File: src/rtl/alu_arbiter.sv
// Two-requester front end for a shared, externally attached ALU.
// A round-robin arbiter accepts one request at a time, drives the winner's
// opcode and operands to the ALU, waits ALU_WAIT cycles for the ALU to
// settle, captures result and flags, and then signals completion to the
// owner of the transaction. Requests are only looked at while idle.
module alu_arbiter #(
  parameter int ALU_WAIT = 1
) (
  input  logic       clk,
  input  logic       iRst,
  input  logic       iReq0,
  input  logic       iReq1,
  input  logic [3:0] iOp0,
  input  logic [3:0] iOp1,
  input  logic [3:0] iA0,
  input  logic [3:0] iA1,
  input  logic [3:0] iB0,
  input  logic [3:0] iB1,
  output logic       oGnt0,
  output logic       oGnt1,
  output logic       oDone0,
  output logic       oDone1,
  output logic [3:0] oResult,
  output logic [4:0] oFlags,
  output logic       oBusy,
  output logic [3:0] oOpCode,
  output logic [3:0] oDato_1,
  output logic [3:0] oDato_2,
  input  logic [3:0] iEntrada,
  input  logic [4:0] iFlags
);

  typedef enum logic [1:0] {
    IDLE = 2'd0,
    WAIT = 2'd1,
    DONE = 2'd2
  } state_t;

  // Counter reload value: the WAIT state spans ALU_WAIT cycles, ending when the counter hits zero.
  localparam logic [2:0] WAIT_LOAD = 3'(ALU_WAIT - 1);

  state_t     state_r;
  logic       prio_r;      // requester holding priority on contention
  logic       owner_r;     // requester that owns the in-flight transaction
  logic [2:0] waitCnt_r;

  logic       grantValid_s;
  logic       winner_s;
  logic [3:0] selOp_s;
  logic [3:0] selA_s;
  logic [3:0] selB_s;

  // Pick the requester to serve: a lone request always wins, a tie goes to the priority holder.
  always_comb begin
    grantValid_s = 1'b0;
    winner_s     = 1'b0;
    if (iReq0 && iReq1) begin
      grantValid_s = 1'b1;
      winner_s     = prio_r;
    end else if (iReq0) begin
      grantValid_s = 1'b1;
      winner_s     = 1'b0;
    end else if (iReq1) begin
      grantValid_s = 1'b1;
      winner_s     = 1'b1;
    end else begin
      grantValid_s = 1'b0;
      winner_s     = 1'b0;
    end
  end

  // Route the winner's opcode and operands toward the ALU input registers.
  always_comb begin
    selOp_s = iOp0;
    selA_s  = iA0;
    selB_s  = iB0;
    if (winner_s) begin
      selOp_s = iOp1;
      selA_s  = iA1;
      selB_s  = iB1;
    end else begin
      selOp_s = iOp0;
      selA_s  = iA0;
      selB_s  = iB0;
    end
  end

  // Transaction sequencer: grant, wait for the ALU, capture, signal completion.
  always_ff @(posedge clk) begin
    if (iRst) begin
      state_r   <= IDLE;
      prio_r    <= 1'b0;
      owner_r   <= 1'b0;
      waitCnt_r <= 3'd0;
      oGnt0     <= 1'b0;
      oGnt1     <= 1'b0;
      oDone0    <= 1'b0;
      oDone1    <= 1'b0;
      oResult   <= 4'd0;
      oFlags    <= 5'd0;
      oBusy     <= 1'b0;
      oOpCode   <= 4'd0;
      oDato_1   <= 4'd0;
      oDato_2   <= 4'd0;
    end else begin
      // Grant and done are single-cycle pulses; clear them unless set below.
      oGnt0  <= 1'b0;
      oGnt1  <= 1'b0;
      oDone0 <= 1'b0;
      oDone1 <= 1'b0;
      case (state_r)
        IDLE: begin
          if (grantValid_s) begin
            oOpCode   <= selOp_s;
            oDato_1   <= selA_s;
            oDato_2   <= selB_s;
            owner_r   <= winner_s;
            prio_r    <= ~winner_s;
            oGnt0     <= ~winner_s;
            oGnt1     <= winner_s;
            waitCnt_r <= WAIT_LOAD;
            oBusy     <= 1'b1;
            state_r   <= WAIT;
          end else begin
            oBusy     <= 1'b0;
            state_r   <= IDLE;
          end
        end
        WAIT: begin
          if (waitCnt_r == 3'd0) begin
            oResult <= iEntrada;
            oFlags  <= iFlags;
            oDone0  <= ~owner_r;
            oDone1  <= owner_r;
            state_r <= DONE;
          end else begin
            waitCnt_r <= waitCnt_r - 3'd1;
            state_r   <= WAIT;
          end
        end
        DONE: begin
          oBusy   <= 1'b0;
          state_r <= IDLE;
        end
        default: begin
          oBusy   <= 1'b0;
          state_r <= IDLE;
        end
      endcase
    end
  end

endmodule

File: config.mk
export PLATFORM = sky130hd
export DESIGN_NAME = alu_arbiter
export DESIGN_NICKNAME = d
export VERILOG_FILES = /design/src/rtl/alu_arbiter.sv
export SDC_FILE = /design/constraint.sdc
export NUM_CORES = 1
export LEC_CHECK = 0
export CAP_MARGIN = 20
export CORE_ASPECT_RATIO = 1.2
export CORE_MARGIN = 4
export CORE_UTILIZATION = 40
export DETAILED_ROUTE_END_ITERATION = 7
export PLACE_DENSITY = 0.78
export RECOVER_POWER = 100
export SETUP_SLACK_MARGIN = 0.5
export SKIP_LAST_GASP = 1
export SLEW_MARGIN = 20
export SYNTH_ARGS = -nofsm -noshare
export SYNTH_HDL_FRONTEND = slang
export SYNTH_SLANG_ARGS = --single-unit
File: constraint.sdc
create_clock -name clk -period 1.9 [get_ports clk]
set_input_delay 0.38 -clock clk [delete_from_list [all_inputs] [get_ports clk]]
set_output_delay 0.38 -clock clk [all_outputs]
set_load 0.01 [all_outputs]
==> flow_results.xml, run 1 <==
<?xml version="1.0" encoding="UTF-8"?>
<metrics>
  <group name="yosys">
    <metric name="ys_seq_elements" unit="">33</metric>
    <metric name="yosys_warnings" unit="">0</metric>
    <metric name="synth_simple_gate_area_share" unit="%">15.04</metric>
    <metric name="postSynth.topFlopCell" unit="">sky130_fd_sc_hd__dfxtp_1</metric>
    <metric name="adder_cell_area_share_of_the_yosys_netlist" unit="%">1.857</metric>
    <metric name="seq_area_frac_synth" unit="%">49.03</metric>
    <metric name="largest_family_of_logic_cells_by_synthesized_area" unit="">compound AO/OA/AOI/OAI gates</metric>
    <metric name="asyncSetResetFlopFracSynth" unit="%">0</metric>
    <metric name="multiplexer_fraction_of_the_synthesized_cell_area" unit="%">6.685</metric>
    <metric name="post_synth_xor_area_fraction" unit="%">0</metric>
    <metric name="postSynthAreaPerCell" unit="sq um">9.105</metric>
    <metric name="post_synthesis_compound_gate_area_fraction" unit="%">21.82</metric>
    <metric name="yosysUniqueCellTypes" unit="">27</metric>
    <metric name="synth.net_count" unit="">187</metric>
    <metric name="netlist_area" unit="sq mm">0.001348</metric>
    <metric name="synthesis.instances" unit="">148</metric>
    <metric name="synth_enable_flop_cells" unit="">0</metric>
  </group>
  <group name="hold_path">
    <metric name="hold_end" unit="">oDone0$_SDFF_PP0_</metric>
    <metric name="worst_hold_path.num_cells" unit="">1</metric>
    <metric name="worst_hold_path_type" unit="">flip-flop to flip-flop</metric>
    <metric name="hold_start" unit="">owner_r$_SDFFE_PP0N_</metric>
  </group>
  <group name="power">
    <metric name="sequentialPowerShare" unit="%">45.9</metric>
    <metric name="power.combinational.fraction" unit="%">22.6</metric>
    <metric name="pwr_density_cell" unit="mW/mm^2">795.8</metric>
    <metric name="p_int" unit="mW">1.265</metric>
    <metric name="p_sw_share" unit="%">25.91</metric>
    <metric name="power_switching" unit="mW">0.4424</metric>
    <metric name="clock_power_share" unit="%">31.5</metric>
    <metric name="p_leak" unit="nW">0.9212</metric>
    <metric name="vdd_drop_max" unit="mV">0.5882</metric>
  </group>
  <group name="placed_design">
    <metric name="port_buffers" unit="">62</metric>
    <metric name="dp.cells" unit="">241</metric>
    <metric name="finalWeightedCongestion" unit="">0.8192</metric>
    <metric name="final_hpwl_dp" unit="mm">2.958</metric>
  </group>
  <group name="layout">
    <metric name="post_route_cells_drive_above_1_share" unit="%">13.43</metric>
    <metric name="instances_no_fill" unit="">252</metric>
    <metric name="synthToLayoutAreaGrowth" unit="%">59.24</metric>
    <metric name="finalCoreUtilization" unit="%">68.38</metric>
    <metric name="layout.cells.most_common" unit="">sky130_fd_sc_hd__clkdlybuf4s50_1</metric>
    <metric name="n_antenna_cell" unit="">0</metric>
    <metric name="final_cell_mix" unit="">34 x sky130_fd_sc_hd__clkdlybuf4s50_1, 32 x sky130_fd_sc_hd__dfxtp_1, 25 x sky130_fd_sc_hd__dlygate4sd2_1</metric>
    <metric name="number_of_nets_in_the_final_layout" unit="">254</metric>
  </group>
  <group name="clock_network">
    <metric name="cts_tree" unit="">yes</metric>
    <metric name="h-tree-depth" unit="">2</metric>
    <metric name="postCtsHoldBufs" unit="">0</metric>
    <metric name="clk_pin_slew" unit="ns">0.09</metric>
    <metric name="clock_sinks" unit="">33</metric>
    <metric name="cts.path.max_buffers" unit="">2</metric>
    <metric name="cts_made_buffers" unit="">5</metric>
    <metric name="clock_insertion_delay_worst_skew" unit="ns">0.33</metric>
    <metric name="clock_tree_root_buffer_cell" unit="">sky130_fd_sc_hd__clkbuf_4</metric>
  </group>
  <group name="sta">
    <metric name="hold_viol" unit="">0</metric>
    <metric name="final_worst_path_cycle_share" unit="%">89.17</metric>
    <metric name="timing.final.setup_violations" unit="">0</metric>
    <metric name="slew-limit-headroom" unit="%">54.05</metric>
    <metric name="rsz0062_at_grt" unit="">true</metric>
    <metric name="holdWs" unit="ns">0.4655</metric>
    <metric name="setup_tns" unit="ns">0</metric>
    <metric name="tightestPinTransition" unit="ns">0.6893</metric>
    <metric name="max_freq" unit="GHz">0.5902</metric>
    <metric name="fin_max_slew_vios" unit="">0</metric>
    <metric name="period_needed" unit="ns">1.694</metric>
    <metric name="fin_skew" unit="ns">0.008820</metric>
  </group>
  <group name="global_route">
    <metric name="first_global_vias" unit="">1441</metric>
    <metric name="largest_net_degree_at_the_start_of_global_routing" unit="">18</metric>
    <metric name="wire_length_of_the_first_global_routing_pass" unit="mm">6.320</metric>
    <metric name="grt_antenna_before_repair" unit="">0</metric>
    <metric name="grt.overflow.total" unit="">0</metric>
    <metric name="grtUsageTotal" unit="%">19.25</metric>
  </group>
  <group name="routing">
    <metric name="via_per_inst" unit="">5.532</metric>
    <metric name="drt_wl_total" unit="mm">3.904</metric>
    <metric name="remaining_drc_errors" unit="">0</metric>
    <metric name="drt-initial-drc-count" unit="">56</metric>
    <metric name="dr.pass1.iters" unit="">4</metric>
    <metric name="number_of_vias_after_detailed_routing" unit="">1394</metric>
    <metric name="ant_nets" unit="">0</metric>
    <metric name="post_drt_wl_per_cell" unit="microns">15.49</metric>
  </group>
  <group name="setup_path">
    <metric name="regToRegSetupSlack" unit="ns">0.21</metric>
    <metric name="top_fanout_value_on_the_critical_path" unit="">5</metric>
    <metric name="required" unit="ns">2.14</metric>
    <metric name="crit_path_end_kind" unit="">flip-flop</metric>
    <metric name="cp_data_arrival_time" unit="ns">1.93</metric>
    <metric name="setup.worst_path.start_class" unit="">flip-flop</metric>
    <metric name="r2r-start" unit="">waitCnt_r[0]$_SDFFE_PP0P_</metric>
    <metric name="r2r_cells" unit="">6</metric>
    <metric name="timing.setup.critical_path_class" unit="">flip-flop to flip-flop</metric>
    <metric name="critical_path.reg2reg.endpoint" unit="">waitCnt_r[1]$_SDFFE_PP0P_</metric>
  </group>
  <group name="die">
    <metric name="core.rowCount" unit="">22</metric>
    <metric name="num_io_pins" unit="">63</metric>
    <metric name="initial_core_util" unit="%">42.94</metric>
    <metric name="fp.dieW" unit="microns">60.99</metric>
    <metric name="die_y_extent" unit="microns">71.58</metric>
    <metric name="dieArea" unit="sq mm">0.004365</metric>
    <metric name="area_of_the_placeable_core" unit="sq mm">0.003138</metric>
  </group>
  <group name="run">
    <metric name="drv_cap" unit="">0</metric>
  </group>
  <group name="run_status">
    <metric name="status" unit="">finished clean</metric>
  </group>
</metrics>
synthesized netlist by cell type (2+ instances only):
cell | instances | area (sq um)
sky130_fd_sc_hd__nor2_1 | 13 | 48.80
sky130_fd_sc_hd__ha_1 | 2 | 25.02
sky130_fd_sc_hd__nand3b_1 | 2 | 15.01
sky130_fd_sc_hd__or3_1 | 3 | 18.77
sky130_fd_sc_hd__a311oi_1 | 13 | 113.9
sky130_fd_sc_hd__nand3_1 | 13 | 65.06
sky130_fd_sc_hd__or2_2 | 2 | 12.51
sky130_fd_sc_hd__dfxtp_1 | 33 | 660.6
sky130_fd_sc_hd__buf_2 | 5 | 25.02
sky130_fd_sc_hd__mux2i_1 | 9 | 90.09
sky130_fd_sc_hd__o31ai_1 | 3 | 22.52
sky130_fd_sc_hd__o21ai_0 | 13 | 65.06
sky130_fd_sc_hd__clkbuf_1 | 6 | 22.52
sky130_fd_sc_hd__inv_1 | 3 | 11.26
sky130_fd_sc_hd__a21oi_1 | 16 | 80.08
worst max path at each step:
stage                              start  depth (start not counted)                   endpoint
6_report       waitCnt_r[0]$_SDFFE_PP0P_                          6  waitCnt_r[1]$_SDFFE_PP0P_
3_3_place_gp                       iReq1                          4    oDato_1[0]$_SDFFE_PP0N_
2_1_floorplan  waitCnt_r[0]$_SDFFE_PP0P_                          6  waitCnt_r[2]$_SDFFE_PP0P_
5_1_grt        waitCnt_r[0]$_SDFFE_PP0P_                          6  waitCnt_r[2]$_SDFFE_PP0P_
4_1_cts        waitCnt_r[0]$_SDFFE_PP0P_                          6  waitCnt_r[1]$_SDFFE_PP0P_
3_5_place_dp                       iReq0                          4    oDato_2[2]$_SDFFE_PP0N_
power groups by stage:
stage                     combinational, mW  sequential [mW]  clock, mW
after floorplan                       0.163            0.820          0
after global placement                0.396            0.799          0
after detailed placement              0.407            0.800          0
after CTS                             0.376            0.784      0.548
after global routing                  0.419            0.792      0.587
final                                 0.385            0.784      0.538
state kept, by name, summed over array words and instances, names as in the netlist:
name	flops
oDone1	1
prio_r	1
waitCnt_r	3
oFlags	5
oResult	4
owner_r	1
oGnt0	1
oGnt1	1
state_r	2
oDato_1	4
oDone0	1
oOpCode	4
oDato_2	4
oBusy	1
through the flow:
step	cell area, sq um	total power [mW]	setup WS, ns
2_1_floorplan	1353	0.9830	0.3847
3_3_place_gp	2018	1.195	0.01605
3_5_place_dp	2018	1.206	-0.09024
4_1_cts	2106	1.708	0.2556
5_1_grt	2146	1.798	0.1288
6_report	2146	1.708	0.2057
kinds of logic (layout without fill, tap and decap cells):
kind of cell | after synthesis | count (layout)
compound gates | 47 | 47
mux | 9 | 9
flops | 33 | 33
buf+inv | 17 | 85
simple gates | 40 | 40
fa+ha+maj | 2 | 2
repair_timing:
| action | in CTS | in global routing |
|---|---|---|
| gates cloned | 0 | 1 |
| setup buffers | 0 | 2 |
| resized for setup | 37 | 14 |
| setup endpoints to repair | 51 | 27 |
| pin swaps | 1 | 4 |
critical path: stages, from the launching register on:
cell and delay (ns):
sky130_fd_sc_hd__dfxtp_1 0.35, sky130_fd_sc_hd__inv_1 0.08, sky130_fd_sc_hd__ha_4 0.17, sky130_fd_sc_hd__ha_4 0.15, sky130_fd_sc_hd__or3b_1 0.44, sky130_fd_sc_hd__or3_1 0.35
sky130_fd_sc_hd__o31ai_2 0.07
layout make-up:
class | instances | area (sq um)
clock buffer | 7 | 55.05
fill | 250 | 992.2
clock inverter | 1 | 30.03
timing repair buffer | 73 | 671.9
inverter | 4 | 17.52
tap | 36 | 45.04
multi-input combinational | 98 | 664.4
sequential | 33 | 661.9
metal layers:
layer / share of wire, % / GRT usage, % / vias to the layer above
li1: - / - / 681
met5: 0 / 0 / -
met3: 5.3 / 5.586 / 10
met2: 55 / 32.46 / 48
met1: 38 / 21.52 / 655
met4: 1.9 / 9.398 / 0
No activity file was read; power rests on OpenSTA's default activity.
==> run 2: changes to the inputs <==
--- a/config.mk
+++ b/config.mk
@@ -10,7 +10,7 @@
 export CORE_MARGIN = 4
 export CORE_UTILIZATION = 40
 export DETAILED_ROUTE_END_ITERATION = 7
-export PLACE_DENSITY = 0.78
+export PLACE_DENSITY_LB_ADDON = 0.08
 export RECOVER_POWER = 100
 export SETUP_SLACK_MARGIN = 0.5
 export SKIP_LAST_GASP = 1
==> flow_results.xml, run 2 (same netlist as run 1, synthesis figures left out) <==
<?xml version="1.0" encoding="UTF-8"?>
<metrics>
  <group name="sta">
    <metric name="period_needed" unit="ns">1.668</metric>
    <metric name="setup_tns" unit="ns">0</metric>
    <metric name="final_critical_path_setup_slack" unit="ns">0.2318</metric>
    <metric name="fin_max_slew_vios" unit="">0</metric>
    <metric name="slew-limit-headroom" unit="%">50.57</metric>
    <metric name="max_freq" unit="GHz">0.5994</metric>
    <metric name="rsz0062_at_grt" unit="">true</metric>
    <metric name="timing.final.setup_violations" unit="">0</metric>
    <metric name="hold_viol" unit="">0</metric>
    <metric name="tightestPinTransition" unit="ns">0.7415</metric>
    <metric name="fin_skew" unit="ns">0.01354</metric>
    <metric name="final_worst_path_cycle_share" unit="%">87.80</metric>
  </group>
  <group name="layout">
    <metric name="instances_no_fill" unit="">255</metric>
    <metric name="synthToLayoutAreaGrowth" unit="%">57.94</metric>
    <metric name="final_cell_mix" unit="">34 x sky130_fd_sc_hd__clkdlybuf4s50_1, 32 x sky130_fd_sc_hd__dfxtp_1, 24 x sky130_fd_sc_hd__dlygate4sd2_1</metric>
    <metric name="largest-register" unit="">oFlags</metric>
    <metric name="area.sequential" unit="sq um">661.9</metric>
    <metric name="n_fill_cell" unit="">279</metric>
    <metric name="n_antenna_cell" unit="">0</metric>
    <metric name="largest_register_ff_count" unit="">5</metric>
    <metric name="multi_input_area" unit="sq um">639.4</metric>
    <metric name="number_of_nets_in_the_final_layout" unit="">257</metric>
    <metric name="layout.cells.most_common" unit="">sky130_fd_sc_hd__clkdlybuf4s50_1</metric>
    <metric name="post_route_cells_drive_above_1_share" unit="%">13.24</metric>
  </group>
  <group name="clock_network">
    <metric name="clock_tree_root_buffer_cell" unit="">sky130_fd_sc_hd__clkbuf_4</metric>
    <metric name="clock_insertion_delay_worst_skew" unit="ns">0.34</metric>
    <metric name="postCtsHoldBufs" unit="">0</metric>
    <metric name="cts_made_buffers" unit="">5</metric>
    <metric name="clk_pin_slew" unit="ns">0.10</metric>
    <metric name="cts_tree" unit="">yes</metric>
    <metric name="cts.path.max_buffers" unit="">2</metric>
    <metric name="h-tree-depth" unit="">2</metric>
    <metric name="clock_sinks" unit="">33</metric>
  </group>
  <group name="routing">
    <metric name="dr.pass1.iters" unit="">4</metric>
    <metric name="ant_nets" unit="">0</metric>
    <metric name="post_drt_wl_per_cell" unit="microns">14.69</metric>
    <metric name="number_of_vias_after_detailed_routing" unit="">1384</metric>
    <metric name="drt-initial-drc-count" unit="">39</metric>
    <metric name="remaining_drc_errors" unit="">0</metric>
    <metric name="via_per_inst" unit="">5.427</metric>
    <metric name="drt_wl_total" unit="mm">3.745</metric>
  </group>
  <group name="die">
    <metric name="core.rowCount" unit="">22</metric>
    <metric name="num_io_pins" unit="">63</metric>
    <metric name="die_y_extent" unit="microns">71.58</metric>
    <metric name="initial_core_util" unit="%">42.94</metric>
    <metric name="dieArea" unit="sq mm">0.004365</metric>
    <metric name="area_of_the_placeable_core" unit="sq mm">0.003138</metric>
    <metric name="fp.dieW" unit="microns">60.99</metric>
  </group>
  <group name="power">
    <metric name="total_power" unit="mW">1.611</metric>
    <metric name="p_leak" unit="nW">0.9323</metric>
    <metric name="vdd_drop_max" unit="mV">0.6127</metric>
    <metric name="pwr_density_cell" unit="mW/mm^2">757.2</metric>
  </group>
  <group name="setup_path">
    <metric name="timing.setup.critical_path_class" unit="">flip-flop to flip-flop</metric>
    <metric name="setup.worst_path.start_class" unit="">flip-flop</metric>
    <metric name="regToRegSetupSlack" unit="ns">0.23</metric>
    <metric name="crit_path_end_kind" unit="">flip-flop</metric>
    <metric name="top_fanout_value_on_the_critical_path" unit="">5</metric>
    <metric name="required" unit="ns">2.12</metric>
    <metric name="cp_data_arrival_time" unit="ns">1.89</metric>
  </group>
  <group name="placed_design">
    <metric name="finalWeightedCongestion" unit="">0.7511</metric>
    <metric name="final_hpwl_dp" unit="mm">2.739</metric>
    <metric name="port_buffers" unit="">62</metric>
    <metric name="dp.cells" unit="">243</metric>
    <metric name="dp_slack" unit="ns">-0.1258</metric>
  </group>
  <group name="global_route">
    <metric name="first_global_vias" unit="">1367</metric>
    <metric name="wire_length_of_the_first_global_routing_pass" unit="mm">6.003</metric>
    <metric name="grt_antenna_before_repair" unit="">0</metric>
    <metric name="grt.overflow.total" unit="">0</metric>
    <metric name="grtUsageTotal" unit="%">17.99</metric>
    <metric name="largest_net_degree_at_the_start_of_global_routing" unit="">18</metric>
  </group>
  <group name="run_status">
    <metric name="status" unit="">finished clean</metric>
  </group>
  <group name="hold_path">
    <metric name="worst_hold_path_type" unit="">input pin to flip-flop</metric>
  </group>
  <group name="run">
    <metric name="drv_cap" unit="">0</metric>
  </group>
</metrics>
run 2: worst paths after layout:
| check | from | depth (start not counted) | to |
|---|---|---|---|
| worst max-delay path | waitCnt_r[0]$_SDFFE_PP0P_ | 8 | oFlags[3]$_SDFFE_PP0P_ |
| worst max register to register | waitCnt_r[0]$_SDFFE_PP0P_ | 8 | oFlags[3]$_SDFFE_PP0P_ |
| worst min-delay path | iReq0 | 3 | prio_r$_SDFFE_PP0N_ |
| worst min register to register | waitCnt_r[1]$_SDFFE_PP0P_ | 2 | waitCnt_r[1]$_SDFFE_PP0P_ |
run 2: stage by stage:
step	cell area (sq um)	hold slack, ns	util (%)
finish	2128	0.4359	67.82
floorplan	1353	0.4093	-
detailed placement	2033	0.4501	64.79
global placement	2033	0.4489	64.79
CTS	2113	0.4786	67.34
global route	2128	0.4812	67.82
run 2: report_power, final:
group,internal (mW),total (mW),switching (mW)
registers,0.751,0.783,0.0322
clock network,0.214,0.444,0.230
logic,0.202,0.384,0.182
run 2: repair_timing:
action / in CTS / in global routing
pin swaps: 3 / 3
gates cloned: 0 / 1
buffers inserted: 1 / 2
resized for setup: 35 / 8
endpoints found under the setup margin: 51 / 20
run 2: worst max-delay path: stages (launching register included):
cell	delay (ns)
sky130_fd_sc_hd__dfxtp_1	0.35
sky130_fd_sc_hd__inv_1	0.06
sky130_fd_sc_hd__ha_1	0.21
sky130_fd_sc_hd__ha_4	0.17
sky130_fd_sc_hd__clkbuf_4	0.12
sky130_fd_sc_hd__nand3b_1	0.11
sky130_fd_sc_hd__clkbuf_1	0.28
sky130_fd_sc_hd__mux2i_1	0.22
sky130_fd_sc_hd__nor2_1	0.05
run 2: per-layer routing:
metal | GRT usage [%] | vias up | wire (microns)
met1 | 21.04 | 640 | 1547
met5 | 0 | - | 0
met4 | 6.988 | 0 | 54
met3 | 6.306 | 6 | 246
met2 | 29.49 | 51 | 1896
li1 | - | 687 | -
run 2: cell type report:
cell class	instances	share of cell area, %
clock buffer	7	3.057
sequential	33	31.10
tap	36	2.116
clock inverter	1	0.2352
multi-input combinational	98	30.04
timing repair buffer	76	32.63
inverter	4	0.8230
==> run 3: changes to the inputs <==
--- a/config.mk
+++ b/config.mk
@@ -10,6 +10,7 @@
 export CORE_MARGIN = 4
 export CORE_UTILIZATION = 40
 export DETAILED_ROUTE_END_ITERATION = 7
+export MAX_ROUTING_LAYER = met4
 export PLACE_DENSITY_LB_ADDON = 0.08
 export RECOVER_POWER = 100
 export SETUP_SLACK_MARGIN = 0.5
==> flow_results.xml, run 3 (same netlist as run 1, synthesis figures left out) <==
<?xml version="1.0" encoding="UTF-8"?>
<metrics>
  <group name="run_status">
    <metric name="status" unit="">finished clean</metric>
  </group>
  <group name="routing">
    <metric name="number_of_vias_after_detailed_routing" unit="">1383</metric>
    <metric name="drt_wl_total" unit="mm">3.753</metric>
    <metric name="ant_nets" unit="">0</metric>
    <metric name="dr.pass1.iters" unit="">4</metric>
    <metric name="drt-initial-drc-count" unit="">39</metric>
    <metric name="remaining_drc_errors" unit="">0</metric>
    <metric name="via_per_inst" unit="">5.424</metric>
    <metric name="post_drt_wl_per_cell" unit="microns">14.72</metric>
  </group>
  <group name="clock_network">
    <metric name="cts_tree" unit="">yes</metric>
    <metric name="cts_made_buffers" unit="">5</metric>
    <metric name="clock_tree_root_buffer_cell" unit="">sky130_fd_sc_hd__clkbuf_4</metric>
    <metric name="postCtsHoldBufs" unit="">0</metric>
    <metric name="clk_pin_slew" unit="ns">0.10</metric>
    <metric name="clock_sinks" unit="">33</metric>
    <metric name="cts.path.max_buffers" unit="">2</metric>
    <metric name="clock_insertion_delay_worst_skew" unit="ns">0.34</metric>
    <metric name="h-tree-depth" unit="">2</metric>
  </group>
  <group name="power">
    <metric name="vdd_drop_max" unit="mV">0.6127</metric>
    <metric name="pwr_density_cell" unit="mW/mm^2">758.0</metric>
    <metric name="p_leak" unit="nW">0.9323</metric>
    <metric name="total_power" unit="mW">1.613</metric>
  </group>
  <group name="die">
    <metric name="die_y_extent" unit="microns">71.58</metric>
    <metric name="fp.dieW" unit="microns">60.99</metric>
    <metric name="area_of_the_placeable_core" unit="sq mm">0.003138</metric>
    <metric name="core.rowCount" unit="">22</metric>
    <metric name="num_io_pins" unit="">63</metric>
    <metric name="initial_core_util" unit="%">42.94</metric>
    <metric name="dieArea" unit="sq mm">0.004365</metric>
  </group>
  <group name="global_route">
    <metric name="first_global_vias" unit="">1368</metric>
    <metric name="grt.overflow.total" unit="">0</metric>
    <metric name="largest_net_degree_at_the_start_of_global_routing" unit="">18</metric>
    <metric name="grt_antenna_before_repair" unit="">0</metric>
    <metric name="wire_length_of_the_first_global_routing_pass" unit="mm">6.003</metric>
    <metric name="grtUsageTotal" unit="%">18.50</metric>
  </group>
  <group name="setup_path">
    <metric name="path_cells" unit="">inv_1, ha_1, ha_4, clkbuf_4, nand3b_1, clkbuf_1, mux2i_1, nor2_1</metric>
    <metric name="top_fanout_value_on_the_critical_path" unit="">5</metric>
    <metric name="cp_data_arrival_time" unit="ns">1.91</metric>
    <metric name="cp.buffers_inverters" unit="">3</metric>
    <metric name="family_of_cells_with_the_greatest_summed_delay_on_the_critical_path" unit="">buffers and inverters</metric>
    <metric name="setup.worst_path.start_class" unit="">flip-flop</metric>
    <metric name="timing.setup.critical_path_class" unit="">flip-flop to flip-flop</metric>
    <metric name="required" unit="ns">2.14</metric>
    <metric name="crit_path_end_kind" unit="">flip-flop</metric>
    <metric name="crit_path_top_delay_cell" unit="">sky130_fd_sc_hd__dfxtp_1</metric>
    <metric name="cp_slowest_stage_delay" unit="ns">0.35</metric>
  </group>
  <group name="sta">
    <metric name="timing.final.setup_violations" unit="">0</metric>
    <metric name="setup_tns" unit="ns">0</metric>
    <metric name="slew-limit-headroom" unit="%">50.57</metric>
    <metric name="rsz0062_at_grt" unit="">true</metric>
    <metric name="tightestPinTransition" unit="ns">0.7415</metric>
    <metric name="fin_max_slew_vios" unit="">0</metric>
    <metric name="fin_skew" unit="ns">0.01156</metric>
    <metric name="max_freq" unit="GHz">0.5976</metric>
    <metric name="period_needed" unit="ns">1.673</metric>
    <metric name="hold_viol" unit="">0</metric>
    <metric name="final_worst_path_cycle_share" unit="%">88.07</metric>
  </group>
  <group name="run">
    <metric name="drv_cap" unit="">0</metric>
  </group>
  <group name="placed_design">
    <metric name="port_buffers" unit="">62</metric>
    <metric name="finalWeightedCongestion" unit="">0.7607</metric>
    <metric name="final_hpwl_dp" unit="mm">2.739</metric>
  </group>
  <group name="layout">
    <metric name="post_route_cells_drive_above_1_share" unit="%">13.24</metric>
    <metric name="largest-register" unit="">oFlags</metric>
    <metric name="n_antenna_cell" unit="">0</metric>
    <metric name="layout.cells.most_common" unit="">sky130_fd_sc_hd__clkdlybuf4s50_1</metric>
    <metric name="final_cell_mix" unit="">34 x sky130_fd_sc_hd__clkdlybuf4s50_1, 32 x sky130_fd_sc_hd__dfxtp_1, 24 x sky130_fd_sc_hd__dlygate4sd2_1</metric>
    <metric name="synthToLayoutAreaGrowth" unit="%">57.94</metric>
    <metric name="number_of_nets_in_the_final_layout" unit="">257</metric>
    <metric name="largest_register_ff_count" unit="">5</metric>
  </group>
  <group name="hold_path">
    <metric name="worst_hold_path_type" unit="">input pin to flip-flop</metric>
  </group>
</metrics>
==> run 3: final timing paths <==
path	start	to	slack (ns)	cells after the start
min reg2reg	waitCnt_r[1]$_SDFFE_PP0P_	waitCnt_r[1]$_SDFFE_PP0P_	0.47	2
max reg2reg	waitCnt_r[0]$_SDFFE_PP0P_	oResult[1]$_SDFFE_PP0P_	0.23	8
min	iReq0	prio_r$_SDFFE_PP0N_	0.44	3
max	waitCnt_r[0]$_SDFFE_PP0P_	oResult[1]$_SDFFE_PP0P_	0.23	8
==> run 3: power breakdown <==
group | internal (mW) | leakage (nW) | switching (mW)
Sequential | 0.751 | 0.272 | 0.0322
Clock | 0.214 | 0.0413 | 0.232
Combinational | 0.202 | 0.619 | 0.182
Total | 1.17 | 0.932 | 0.446
==> run 3: what timing repair did <==
item / in CTS / in global routing
setup buffers: 1 / 2
pin swaps: 3 / 3
cloned: 0 / 1
endpoints found under the setup margin: 51 / 20
resized for setup: 35 / 8
==> run 3: layout make-up <==
| cell class | count | area, sq um |
|---|---|---|
| clock buffer | 7 | 65.06 |
| clock inverter | 1 | 5.005 |
| fill | 279 | 1010 |
| inverter | 4 | 17.52 |
| multi-input combinational | 98 | 639.4 |
| sequential | 33 | 661.9 |
| tap | 36 | 45.04 |
| timing repair buffer | 76 | 694.4 |
==> run 3: metrics by stage <==
stage | area (sq um) | util [%] | std cells | setup slack (ns) | hold slack, ns
2_1_floorplan | 1353 | - | 148 | 0.3847 | 0.4093
6_report | 2128 | 67.82 | 255 | 0.2267 | 0.4358
5_1_grt | 2128 | 67.82 | 255 | 0.1344 | 0.4812
3_3_place_gp | 2033 | 64.79 | 243 | -0.02688 | 0.4489
3_5_place_dp | 2033 | 64.79 | 243 | -0.1258 | 0.4501
4_1_cts | 2113 | 67.34 | 252 | 0.2927 | 0.4786
==> run 3: worst reg2reg max path, delay by kind of cell (launching register included) <==
family | cells | cell delay (ns)
buf+inv | 3 | 0.46
fa+ha+maj | 2 | 0.38
flops | 1 | 0.35
mux | 1 | 0.23
simple gates | 2 | 0.17
==> run 3: per-layer routing <==
metal  GRT usage [%]  routed length (microns)  vias up
met1           21.37                     1572      641
met2           29.49                     1896       51
met5               -                        0        -
li1                -                        -      685
met4           6.988                       54        0
met3           5.766                      229        6
